## config.mk

```make
export PLATFORM = sky130hd
export DESIGN_NAME = key_scan
export DESIGN_NICKNAME = d
export VERILOG_FILES = /design/src/rtl/key_scan.sv
export SDC_FILE = /design/constraint.sdc
export NUM_CORES = 1
export LEC_CHECK = 0
export ABC_AREA = 1
export CAP_MARGIN = 30
export CORE_MARGIN = 2
export CORE_UTILIZATION = 59
export CTS_BUF_LIST = sky130_fd_sc_hd__clkbuf_4 sky130_fd_sc_hd__clkbuf_8
export CTS_CLUSTER_DIAMETER = 60
export DETAILED_ROUTE_END_ITERATION = 12
export GPL_TIMING_DRIVEN = 0
export PLACE_DENSITY = 0.89
export SLEW_MARGIN = 20
export SYNTH_ARGS = -nofsm -noshare
export SYNTH_HDL_FRONTEND = slang
export SYNTH_SLANG_ARGS = --single-unit
```

## constraint.sdc

```tcl
create_clock -name clk -period 5.3 [get_ports clk]
set_input_delay 0.795 -clock clk [delete_from_list [all_inputs] [get_ports clk]]
set_output_delay 0.795 -clock clk [all_outputs]
set_load 0.01 [all_outputs]
```

## src/rtl/key_scan.sv

```systemverilog
// Piano input front end: synchronizes and debounces eight note switches and two
// octave buttons, tracks the octave range and encodes the lowest held note.
// Define KEY_SCAN_WRAP_EN to make the octave range wrap instead of saturating.
module key_scan #(
  parameter int DEB_CYCLES = 2_000_000
) (
  input  logic       clk,
  input  logic       rst,
  input  logic       en,
  input  logic [7:0] sw_raw,
  input  logic       btn_up,
  input  logic       btn_down,
  output logic [7:0] sw_stable,
  output logic [1:0] state,
  output logic       note_valid,
  output logic [2:0] note_idx,
  output logic       oct_chg
);

  localparam int CW = $clog2(DEB_CYCLES + 1);
  localparam logic [CW-1:0] CNT_MAX = CW'(DEB_CYCLES - 1);

  typedef enum logic [1:0] {
    LO = 2'b00,
    MI = 2'b01,
    HI = 2'b10
  } oct_t;

  oct_t          oct;
  logic [9:0]    raw;
  logic [9:0]    meta;
  logic [9:0]    sync;
  logic [9:0]    deb;
  logic [CW-1:0] cnt [10];
  logic [1:0]    sync_vld;
  logic [1:0]    btn_prev;
  logic [1:0]    btn_arm;
  logic          up_edge;
  logic          dn_edge;
  logic [2:0]    idx_nxt;

  // Bits 7:0 are the note switches, bit 8 is octave-up, bit 9 is octave-down.
  assign raw = {btn_down, btn_up, sw_raw};

  always_ff @(posedge clk) begin
    if (rst) begin
      meta     <= '0;
      sync     <= '0;
      sync_vld <= '0;
    end else begin
      meta     <= raw;
      sync     <= meta;
      sync_vld <= {sync_vld[0], 1'b1};
    end
  end

  always_ff @(posedge clk) begin
    if (rst) begin
      deb <= '0;
      for (int i = 0; i < 10; i++) cnt[i] <= '0;
    end else if (en) begin
      for (int i = 0; i < 10; i++) begin
        if (sync[i] == deb[i]) begin
          cnt[i] <= '0;
        end else if (cnt[i] == CNT_MAX) begin
          deb[i] <= sync[i];
          cnt[i] <= '0;
        end else begin
          cnt[i] <= cnt[i] + CW'(1);
        end
      end
    end
  end

  // A button only counts once it has been seen released since reset, so a
  // button held through reset cannot fire a spurious octave change.
  always_ff @(posedge clk) begin
    if (rst) begin
      btn_arm <= '0;
    end else if (sync_vld[1]) begin
      btn_arm <= btn_arm | ~sync[9:8];
    end
  end

  assign up_edge = deb[8] & ~btn_prev[0] & btn_arm[0];
  assign dn_edge = deb[9] & ~btn_prev[1] & btn_arm[1];

  always_ff @(posedge clk) begin
    if (rst) begin
      oct      <= MI;
      oct_chg  <= 1'b0;
      btn_prev <= '0;
    end else if (en) begin
      btn_prev <= deb[9:8];
      oct_chg  <= 1'b0;
      if (up_edge && !dn_edge) begin
        case (oct)
          LO: begin
            oct     <= MI;
            oct_chg <= 1'b1;
          end
          MI: begin
            oct     <= HI;
            oct_chg <= 1'b1;
          end
          HI: begin
`ifdef KEY_SCAN_WRAP_EN
            oct     <= LO;
            oct_chg <= 1'b1;
`else
            oct     <= HI;
`endif
          end
          default: oct <= MI;
        endcase
      end else if (dn_edge && !up_edge) begin
        case (oct)
          HI: begin
            oct     <= MI;
            oct_chg <= 1'b1;
          end
          MI: begin
            oct     <= LO;
            oct_chg <= 1'b1;
          end
          LO: begin
`ifdef KEY_SCAN_WRAP_EN
            oct     <= HI;
            oct_chg <= 1'b1;
`else
            oct     <= LO;
`endif
          end
          default: oct <= MI;
        endcase
      end
    end
  end

  always_comb begin
    idx_nxt = '0;
    for (int i = 7; i >= 0; i--) begin
      if (deb[i]) idx_nxt = 3'(i);
    end
  end

  always_ff @(posedge clk) begin
    if (rst) begin
      note_valid <= 1'b0;
      note_idx   <= '0;
    end else if (en) begin
      note_valid <= |deb[7:0];
      note_idx   <= idx_nxt;
    end
  end

  assign sw_stable = deb[7:0];
  assign state     = oct;

endmodule
```

==> out/results.md, run 1 <==
| Group | Metric | Value |
| --- | --- | --- |
| worst setup path | Cell with the largest stage delay on the worst path | clkinvlp_4 |
| floorplanning | Initial Utilization | 0.603 |
| route | Antenna-violating nets left | 0 |
| global route | Number of antenna violations at the first check in global routing | 0 |
| global route | GRT Total Usage | 0.256 |
| global route | Met3 global-route usage | 0.0388 |
| synth | Netlist area before placement | 14800 sq um |
| worst setup path | Worst flop-to-flop path startpoint | cnt[0][0]$_SDFFCE_PN0P_ |
| clocking | Number of resized instances in the post-cts repair step | 0 |
| worst setup path | End of the worst register-to-register path | cnt[0][10]$_SDFFCE_PN0P_ |
| global route | Total gr overflow | 0 |
| pwr | Sequential share of power | 0.511 |
| route | Number of vias in the routed layout | 12700 |
| floorplanning | Area of the die | 26300 sq um |
| route | Total detailed-routing wirelength | 33400 um |
| worst setup path | Worst EP required | 5.59 ns |
| timing | Final hold violation count | 0 |
| synth | Post-synth top flop | edfxtp_1 |
| worst setup path | Reg2reg setup slack | 3.44 ns |
| cells and area | Number of inserted diodes | 0 |
| worst setup path | Data arrival time of the critical path | 3.49 ns |
| clocking | Max clock buf depth | 3 |
| floorplanning | Die X | 162 um |
| clocking | Clk_lat worst skew | 0.55 ns |
| pwr | Internal power summed over all cells | 3500 uW |
| worst setup path | Crit path kind | in -> reg |
| worst setup path | Top cell family by delay on the critical path | buffers and inverters |
| synth | Syn Inst Count | 1877 |
| min path | Worst Hold Launch | meta[9]$_SDFF_PP0_ |
| clocking | Clock root buffer | clkbuf_8 |
| worst setup path | Crit path largest cell delay | 0.65 ns |
| global route | Layer with the highest usage | met2 |
| pwr | Fraction of power consumed by combinational cells | 0.049 |
| run | Number of max-cap violations | 0 |
| synth | Flop and latch count out of synthesis | 253 |
| cells and area | Growth of design area from synthesis to finish | 12.3% |
| clocking | Number of setup buffers added after CTS | 0 |
| timing | Crit share post-route | 0.604 |
| global route | Pin count of the biggest net entering global routing | 35 |
| timing | Final worst slack | 2.10 ns |
| global route | First-pass GRT wire length | 55400 um |
| synth | Yosys warnings | 0 |
| worst setup path | Startpoint type of the worst setup path | input pin |
| worst setup path | Critical-path maximum fanout | 28 |
| route | Detailed-route vias per instance | 5.51 |
| pwr | Net switching power | 1050 uW |
| place | DP Cell Count | 2235 |
| route | Routed wire per std cell | 14.4 um |
| timing | Min Tclk post-route | 3.20 ns |
| cells and area | Layout cells sized above 1 | 0.0885 |
| timing | Fmax achieved | 0.312 GHz |
| timing | Unrepaired setup endpoints after global routing | false |
| floorplanning | Placement Rows | 57 |
| pwr | Pwr Density | 274 nW/um^2 |
| route | Detailed-router iteration count before antenna repair | 8 |
| pwr | Sw Ratio | 0.232 |
| global route | Met1 routing resource usage after global routing | 0.335 |
| cells and area | Final Util | 0.678 |
| clocking | Max H-tree Level | 2 |
| synth | Sequential-to-total area share from yosys stat | 0.486 |
| global route | Met2 track demand over resource | 0.428 |
| route | Final routed DRC violation total | 0 |
| min path | Worst hold path endpoint | sync[9]$_SDFF_PP0_ |
| route | Detailed Route Iter0 Violations | 1137 |
| synth | Fraction of registers with async set or reset after synthesis | 0 |
| clocking | Number of buffers added to fix hold violations after cts | 0 |
| synth | Mean instance size in the synthesized netlist | 7.86 sq um |
| min path | Hold Path Class | reg -> reg |
| timing | Total setup violations reported at the end of the flow | 0 |
| timing | Post-route clock skew | 0.0107 ns |
| place | GPL Wtd Cong | 0.943 |
| worst setup path | Worst-path cell chain | clkdlybuf4s50_1 > buf_4 > nor2_1 > clkinvlp_4 > buf_16 > buf_12 > buf_12 |
| floorplanning | Area of the core | 24500 sq um |
| timing | Final Max Slew Viols | 0 |
| worst setup path | Cell repeated most along the worst path | buf_12 |
| place | Count of buffers from port buffering | 27 |
| clocking | Number of buffers inserted during clock tree synthesis | 43 |
| worst setup path | Crit. End Element | flop |
| timing | Measured slew at the worst slew-check pin | 0.719 ns |
| place | Total half-perimeter wirelength after legalization and detailed placement | 23400 um |
| cells and area | NumNets Final | 1983 |
| worst setup path | Worst path bufs/invs | 6 |
| place | Worst slack after detailed placement | 1.57 ns |
| floorplanning | Vert. Die Dim | 162 um |
| clocking | Number of sinks handled by clock tree synthesis | 253 |
| pwr | Largest vdd supply drop | 0.204 mV |
| clocking | CTS tree | built |
| outcome | Run status | finished, final reports clean |
| global route | Number of global-route vias before repair | 12200 |
| timing | Worst Hold Slack | 0.402 ns |
| pwr | P_leak | 0.00595 uW |
| synth | Count of different cell masters after synthesis | 40 |
| min path | Worst hold path cell count | 2 |
| timing | Worst slew margin relative to its limit | 0.519 |
| floorplanning | I/O pin cnt | 28 |
| pwr | Clock network fraction of total power | 0.440 |
| synth | Number of enable flip-flop cells after synthesis | 210 |
| pwr | Pwr Total | 4550 uW |
| cells and area | Fill cell count | 1818 |
| cells and area | Cell Count, Final, Fillers Out | 2313 |
| worst setup path | Depth of the most critical reg-to-reg path | 7 |
| synth | Synth Net Count | 1904 |
| clocking | Clock-pin slew reported for the worst setup and hold paths after clock tree synthesis | 0.06 ns |
-- routing by layer --
layer / up-vias / wire length [um]
li1: 6246 / -
met1: 5869 / 14000
met2: 530 / 15900
met3: 92 / 2550
met4: 0 / 961
met5: - / 0
-- worst register-to-register path: cells and delay by family, from the launching register on --
| kind | cells | cell delay, ns |
|---|---|---|
| and+or+nand+nor | 5 | 0.60 |
| buffers and inverters | 1 | 0.26 |
| adders and majority gates | 1 | 0.29 |
| DFF | 1 | 0.46 |
-- worst max-delay path by stage --
stage	start	endpoint	slack (ns)	depth (start not counted)
CTS	rst	cnt[5][18]$_SDFFCE_PN0P_	2.12	7
global route	rst	cnt[5][15]$_SDFFCE_PN0P_	1.94	7
finish	en	cnt[5][15]$_SDFFCE_PN0P_	2.10	7
global placement	en	cnt[2][0]$_SDFFCE_PN0P_	-1.94	4
floorplan	rst	cnt[0][0]$_SDFFCE_PN0P_	0.28	3
detailed placement	rst	cnt[5][18]$_SDFFCE_PN0P_	1.57	7
-- layout make-up --
class / count / area [sq um] / area share
Inverter: 202 / 762 / 0.0460
Multi-Input combinational cell: 1388 / 6610 / 0.399
Sequential cell: 253 / 7170 / 0.432
Buffer: 34 / 228 / 0.0137
Timing Repair Buffer: 34 / 425 / 0.0257
Tap cell: 324 / 405 / 0.0245
Clock inverter: 13 / 170 / 0.0103
Clock buffer: 65 / 813 / 0.0491
-- power groups by stage --
stage                     Sequential [uW]  Clock [uW]  Combinational (uW)
after floorplan                      2350           0                 152
after global placement               2370           0                 195
after detailed placement             2360           0                 217
after CTS                            2320        2020                 221
after global routing                 2340        2100                 248
final                                2330        2000                 222
-- flip-flops by register name (all words and copies together), names as in the netlist --
| name | cells |
|---|---|
| note_valid | 1 |
| note_idx | 3 |
| btn_arm | 2 |
| cnt | 210 |
| meta | 10 |
| state | 2 |
| sync | 10 |
| deb | 10 |
| oct_chg | 1 |
| sync_vld | 2 |
| btn_prev | 2 |
-- cells by family (layout without fill, tap and decap cells) --
logic type / count (synthesis) / in the layout / synth area share
and+or+nand+nor: 1163 / 1163 / 0.341
DFF: 253 / 253 / 0.486
buffers and inverters: 236 / 348 / 0.0668
AOI/OAI and AO/OA: 128 / 128 / 0.0457
xor gates and xnor gates: 83 / 83 / 0.0493
adders and majority gates: 14 / 14 / 0.0119
-- metrics by stage --
step | TNS [ns] | area [sq um]
floorplan | 0 | 14800
global placement | -405.93 | 15400
detailed placement | 0 | 15600
CTS | 0 | 16600
global route | 0 | 16600
finish | 0 | 16600
-- layout by cell type (no fill, tap or decap), types with 10 or more instances in the layout --
cell	n
nand3_1	110
nand2_1	450
o21ai_0	27
nand3b_1	24
nand4_1	42
dfxtp_1	43
clkdlybuf4s50_1	27
a21oi_1	90
ha_1	14
clkbuf_8	52
inv_1	197
buf_2	11
nor2_2	10
clkbuf_4	13
nor2_1	451
nor3_1	18
xor2_1	48
buf_4	17
edfxtp_1	210
xnor2_1	35
or2_0	11
nand3_2	13
nor2_4	10
-- Yosys cell counts (2+ instances only) --
cell | number | share of area
nand4_1 | 42 | 0.018
nor3b_1 | 2 | 0.0010
dfxtp_1 | 43 | 0.058
o21ai_0 | 27 | 0.0092
nor3_1 | 18 | 0.0061
edfxtp_1 | 210 | 0.43
nor3_2 | 3 | 0.0020
xor2_1 | 48 | 0.028
a21oi_1 | 90 | 0.031
nor2_1 | 451 | 0.11
nand3b_1 | 24 | 0.012
nand2_1 | 450 | 0.11
clkbuf_1 | 2 | 0.00051
buf_2 | 11 | 0.0037
buf_4 | 17 | 0.0086
xnor2_1 | 35 | 0.021
or2_0 | 11 | 0.0047
o21bai_1 | 4 | 0.0020
or2_2 | 8 | 0.0034
a22o_1 | 2 | 0.0012
nand3_2 | 13 | 0.0088
inv_2 | 4 | 0.0010
buf_6 | 3 | 0.0023
nand3_1 | 110 | 0.037
nor2_2 | 10 | 0.0042
nand2_2 | 4 | 0.0017
nor2_4 | 10 | 0.0076
ha_1 | 14 | 0.012
and2_1 | 2 | 0.00085
nand3b_2 | 2 | 0.0015
inv_1 | 198 | 0.050
(Power assumes the default switching activity.)
==> inputs of run 2 (changes only) <==
clock period = 2.59 ns   (was 5.3 ns; I/O delays follow)
==> out/results.md, run 2 (synthesized netlist as in run 1, its figures left out) <==
| Group | Metric | Value | Delta |
| --- | --- | --- | --- |
| timing | Total setup violations reported at the end of the flow | 0 | unchanged |
| timing | Measured slew at the worst slew-check pin | 0.719 ns | +0.000206 ns |
| place | Total half-perimeter wirelength after legalization and detailed placement | 23700 um | +1.3% |
| route | Number of vias in the routed layout | 12700 | -0.13% |
| timing | Unrepaired setup endpoints after global routing | false |  |
| worst setup path | Worst setup startpoint | rst |  |
| floorplanning | Initial Utilization | 0.603 | unchanged |
| clocking | Number of setup buffers added after CTS | 0 | unchanged |
| place | Count of buffers from port buffering | 27 | unchanged |
| min path | Hold Path Class | in -> reg |  |
| worst setup path | Crit path kind | in -> reg |  |
| worst setup path | Startpoint type of the worst setup path | input pin |  |
| cells and area | Number of inserted diodes | 0 | unchanged |
| cells and area | Final Util | 0.677 | about the same |
| cells and area | Number of flip-flops in the largest register | 210 | unchanged |
| floorplanning | Vert. Die Dim | 162 um | unchanged |
| timing | Final Max Slew Viols | 0 | unchanged |
| floorplanning | Die X | 162 um | unchanged |
| clocking | Clock-pin slew reported for the worst setup and hold paths after clock tree synthesis | 0.06 ns | about the same |
| pwr | Pwr Density | 551 nW/um^2 | +100% |
| place | Worst slack after detailed placement | -0.220 ns | -1.79 ns |
| pwr | Fraction of power consumed by combinational cells | 0.050 | about the same |
| route | Detailed-route vias per instance | 5.50 | about the same |
| global route | Number of antenna violations at the first check in global routing | 0 | unchanged |
| floorplanning | Placement Rows | 57 | unchanged |
| clocking | Number of sinks handled by clock tree synthesis | 253 | unchanged |
| pwr | Largest vdd supply drop | 0.386 mV | +89% |
| worst setup path | Critical-path maximum fanout | 31 | +11% |
| cells and area | Fill cell count | 1847 | +1.6% |
| outcome | Run status | finished, final reports clean |  |
| worst setup path | Reg2reg setup slack | 0.69 ns | -2.75 ns |
| min path | Worst Hold Launch | sw_raw[2] |  |
| cells and area | Layout cells sized above 1 | 0.0880 | -0.000459 |
| clocking | Number of buffers added to fix hold violations after cts | 0 | unchanged |
| cells and area | Cell Count, Final, Fillers Out | 2312 | -0.043% |
| route | Final routed DRC violation total | 0 | unchanged |
| clocking | Number of buffers inserted during clock tree synthesis | 42 | -2.3% |
| pwr | P_leak | 0.00595 uW | about the same |
| timing | Post-route clock skew | 0.0248 ns | +0.0141 ns |
| clocking | Clock root buffer | clkbuf_8 |  |
| route | Antenna-violating nets left | 0 | unchanged |
| global route | GRT Total Usage | 0.251 | -0.00440 |
| pwr | Sequential share of power | 0.522 | +0.011 |
| global route | Met2 track demand over resource | 0.438 | +0.0101 |
| pwr | Clock network fraction of total power | 0.428 | -0.012 |
| worst setup path | Worst flop-to-flop path startpoint | cnt[0][0]$_SDFFCE_PN0P_ |  |
| clocking | Number of resized instances in the post-cts repair step | 0 | unchanged |
| cells and area | Growth of design area from synthesis to finish | 12.3% | about the same |
| pwr | Sw Ratio | 0.229 | -0.00248 |
| timing | Final worst slack | 0.277 ns | -1.82 ns |
| worst setup path | Crit. End Element | flop |  |
| run | Number of max-cap violations | 0 | unchanged |
| timing | Worst slew margin relative to its limit | 0.521 | +0.00163 |
| place | GPL Wtd Cong | 0.897 | -4.8% |
| route | Detailed-router iteration count before antenna repair | 6 | -2 |
| pwr | Internal power summed over all cells | 7030 uW | +100% |
| route | Total detailed-routing wirelength | 33100 um | -0.90% |
| global route | Number of global-route vias before repair | 12200 | -0.082% |
| global route | Pin count of the biggest net entering global routing | 37 | +5.7% |
| clocking | Max clock buf depth | 3 | unchanged |
| timing | Final hold violation count | 0 | unchanged |
| clocking | Clk_lat worst skew | 0.55 ns | about the same |
| cells and area | NumNets Final | 1982 | -0.050% |
| global route | Total gr overflow | 0 | unchanged |
| cells and area | Register name with the most flops | cnt |  |
| floorplanning | I/O pin cnt | 28 | unchanged |
| global route | Layer with the highest usage | met2 |  |
| pwr | Net switching power | 2090 uW | +98% |
| worst setup path | Worst EP required | 2.87 ns | -2.72 ns |
| floorplanning | Area of the die | 26300 sq um | unchanged |
| worst setup path | Data arrival time of the critical path | 2.59 ns | -0.90 ns |
| floorplanning | Area of the core | 24500 sq um | unchanged |
| route | Detailed Route Iter0 Violations | 1259 | +11% |
| clocking | Max H-tree Level | 2 | unchanged |
| place | DP Cell Count | 2235 | unchanged |
| global route | Met1 routing resource usage after global routing | 0.322 | -0.0131 |
| timing | Fmax achieved | 0.432 GHz |  |
| clocking | CTS tree | built |  |
| global route | Met3 global-route usage | 0.0358 | -0.00306 |
| timing | Min Tclk post-route | 2.31 ns |  |
| route | Routed wire per std cell | 14.3 um | -0.86% |
| global route | First-pass GRT wire length | 55000 um | -0.80% |
| cells and area | Top library cells by usage in the layout, fill and taps aside | nand2_1 (450), nor2_1 (450), edfxtp_1 (210), inv_1 (197), nand3_1 (110) |  |
| timing | Crit share post-route | 0.893 |  |
[run 2: cell types whose count changed in the layout (fill, tap and decap cells not counted), sizes merged]
| cell | before | now |
|---|---|---|
| bufinv | 4 | 3 |
| clkinv | 7 | 8 |
| clkinvlp | 3 | 2 |
[run 2: cell type report]
| class | count | area [sq um] | share of cell area |
|---|---|---|---|
| plain buffers | 34 | 246 | 0.0149 |
| clock buffers | 65 | 807 | 0.0487 |
| clock inverters | 12 | 136 | 0.00823 |
| inverters | 202 | 762 | 0.0460 |
| multi-input cells | 1388 | 6610 | 0.399 |
| flip-flops and latches | 253 | 7170 | 0.432 |
| well taps | 324 | 405 | 0.0245 |
| repair buffers | 34 | 433 | 0.0261 |
[run 2: through the flow]
step	instance area, sq um	total power (uW)	hold slack (ns)	TNS [ns]
floorplan	14800	5120	0.388	-347.00
global placement	15500	5260	0.388	-764.82
detailed placement	15600	5290	0.397	-7.19
CTS	16600	9180	0.376	0
global route	16600	9420	0.399	0
finish	16600	9130	0.396	0
[run 2: final timing paths]
kind                              to  cells past startpoint
min               meta[2]$_SDFF_PP0_                      3
min reg2reg       sync[7]$_SDFF_PP0_                      2
max          cnt[0][1]$_SDFFCE_PN0P_                      7
max reg2reg  cnt[0][9]$_SDFFCE_PN0P_                      7
[run 2: power groups by stage]
stage / Sequential (uW) / Combinational [uW] / Clock, uW
2_1_floorplan: 4800 / 316 / 0
3_3_place_gp: 4850 / 405 / 0
3_5_place_dp: 4830 / 452 / 0
4_1_cts: 4750 / 458 / 3970
5_1_grt: 4780 / 515 / 4130
6_report: 4760 / 460 / 3910
[run 2: worst max-delay path: stages]
cell and delay [ns]:
clkdlybuf4s50_1 0.50, buf_12 0.20, nor2_4 0.24, clkinvlp_4 0.48, buf_12 0.35, buf_12 0.19, buf_16 0.19
[run 2: routing by layer]
metal	wire length, um	share of wire	vias up
li1	-	-	6240
met1	14000	0.42	5903
met2	16300	0.49	498
met3	2040	0.062	79
met4	764	0.023	0
met5	0	0	-
==> patch, RTL diff (config.mk and constraints of run 2) <==
Set the parameter `DEB_CYCLES` to 4_000_000 (it was 2_000_000).
--- a/src/rtl/key_scan.sv
+++ b/src/rtl/key_scan.sv
@@ -2,7 +2,7 @@
 // octave buttons, tracks the octave range and encodes the lowest held note.
 // Define KEY_SCAN_WRAP_EN to make the octave range wrap instead of saturating.
 module key_scan #(
-  parameter int DEB_CYCLES = 2_000_000
+  parameter int DEB_CYCLES = 4_000_000
 ) (
   input  logic       clk,
   input  logic       rst,
Check against the original RTL: no difference found for any inputs over 4 cycles, from zero or initial values and one cycle with rst high; that may be too few to reach the edited logic, so the function may still have changed.
==> patch against run 2 <==
- sequential power rose by 4%
- wire length rose by 5.6%
- sequential share of layout area decreased by 1.4 points
- largest power group unchanged
- cell area grew 7.8%
- power rose by 11%
- non-clock buffer count grew 2
- area after synthesis up 7.0%
- worst setup slack got worse by 0.14 ns
- utilization up 0.40 points
- sequential cell count increased by 10
- worst hold slack got worse by 0.030 ns
- clock power grew 19%
- clock skew shrank 0.0072 ns
==> patch: results <==
metrics = {
    "place": {
        "gp_congestion": 0.9519,
        "hpwlAfterDp_mm": 24.52,
        "dp_slack_ns": -0.3975,
    },
    "global_routing": {
        "grt_max_degree": 35,
        "track_usage_pct": 25.23,
    },
    "setup_path": {
        "crit_fanout": 23,
        "rr_endpoint": "cnt[8][19]",
        "rr_startpoint": "cnt[8][0]",
        "slowest_delay_ns": 0.65,
        "worstPathArrival_ns": 2.76,
    },
    "sta": {
        "fin_skew_ns": 0.01763,
        "worst_slew_pin_slew_ns": 0.7356,
    },
    "drt": {
        "drt-wirelength-per-cell_um": 14.43,
        "vias": 13350,
        "drtIter0Drc": 1138,
    },
    "synthesis": {
        "synth_edf_count": 220,
        "synth.top_cells.by_count": "499 x nand2_1, 447 x nor2_1, 220 x edfxtp_1",
        "ys_seq_area_share_pct": 47.27,
        "ys_top_cells_by_area": "edfxtp_1 42%, nand2_1 12%, nor2_1 11%, dfxtp_1 5.4%, inv_1 4.8%",
    },
    "power_and_ir_drop": {
        "p_leak_nw": 6.393,
        "ir_drop_mv": 0.7697,
    },
    "layout": {
        "drive_above_1_share_pct": 12.07,
        "nNetsFinal": 2078,
        "largest_reg_flops": 220,
    },
    "run_status": {
        "outcome": "complete, no violations",
    },
    "min_path": {
        "holdPathEnd": "meta[2]",
    },
    "clock_network": {
        "htreeDepth": 2,
        "worstSkewPairLatency_ns": 0.58,
        "cts_buffers": 45,
    },
}
patch: changes by cell type in the layout (fill, tap and decap cells not counted), sizes merged, moves of 9 or more:
cell / run 2 / this run
clkinv: 8 / 17
xor2: 48 / 60
nor2: 471 / 488
xnor2: 35 / 46
a21oi: 91 / 71
edfxtp: 210 / 220
o21ai: 27 / 16
nand2: 455 / 511
clkbuf: 67 / 58
inv: 201 / 212
patch: worst max path at each step:
stage | start | endpoint | slack [ns] | cells past startpoint
CTS | rst | cnt[7][0] | 0.20 | 7
global route | rst | cnt[7][0] | 0.11 | 7
floorplan | rst | cnt[0][0] | -1.81 | 3
finish | rst | cnt[7][1] | 0.14 | 7
detailed placement | rst | cnt[7][1] | -0.40 | 7
global placement | rst | cnt[0][0] | -4.15 | 4
patch: cell type report:
cell class                 count  share of cell area [%]
sequential                   263                   41.81
multi-input combinational   1457                   40.43
inverter                     214                   4.519
clock buffer                  57                   4.218
timing repair buffer          36                   2.774
tap                          335                   2.347
clock inverter                27                   2.060
buffer                        34                   1.836
patch: kinds of logic (layout without fill, tap and decap cells):
logic type / after synthesis / in the layout / synth area share (%)
AOI/OAI and AO/OA: 103 / 103 / 4.119
DFF: 263 / 263 / 47.27
xor gates and xnor gates: 106 / 106 / 5.877
buffers and inverters: 248 / 368 / 7.065
and+or+nand+nor: 1234 / 1234 / 34.56
adders and majority gates: 14 / 14 / 1.109
patch: worst min-delay path: stages:
cell,delay (ns)
clkdlybuf4s50_1,0.39
inv_1,0.06
nor2_1,0.04
patch: through the flow:
step / util (%) / hold WS (ns) / cells / TNS (ns) / instance area, um2
6_report: 68.15 / 0.3655 / 2423 / 0 / 17860
5_1_grt: 68.15 / 0.3516 / 2423 / 0 / 17860
4_1_cts: 68.15 / 0.3430 / 2423 / 0 / 17860
3_5_place_dp: 63.87 / 0.4012 / 2339 / -54.56 / 16740
3_3_place_gp: 63.01 / 0.3895 / 2330 / -910.41 / 16510
2_1_floorplan: - / 0.3883 / 1968 / -397.52 / 15820
patch: power breakdown:
part / internal [mW] / switching, mW / total (mW) / leakage, nW
Sequential: 4.76 / 0.191 / 4.95 / 2.80
Combinational: 0.202 / 0.323 / 0.526 / 3.01
Clock: 2.83 / 1.81 / 4.64 / 0.579
Total: 7.79 / 2.32 / 10.1 / 6.39
patch: routing by layer:
metal	global-route usage, %	share of wire, %	vias to the layer above
met5	0	0	-
met4	9.943	3.2	0
met3	4.751	7.6	119
met2	44.15	49	537
met1	30.95	41	6196
li1	-	-	6495
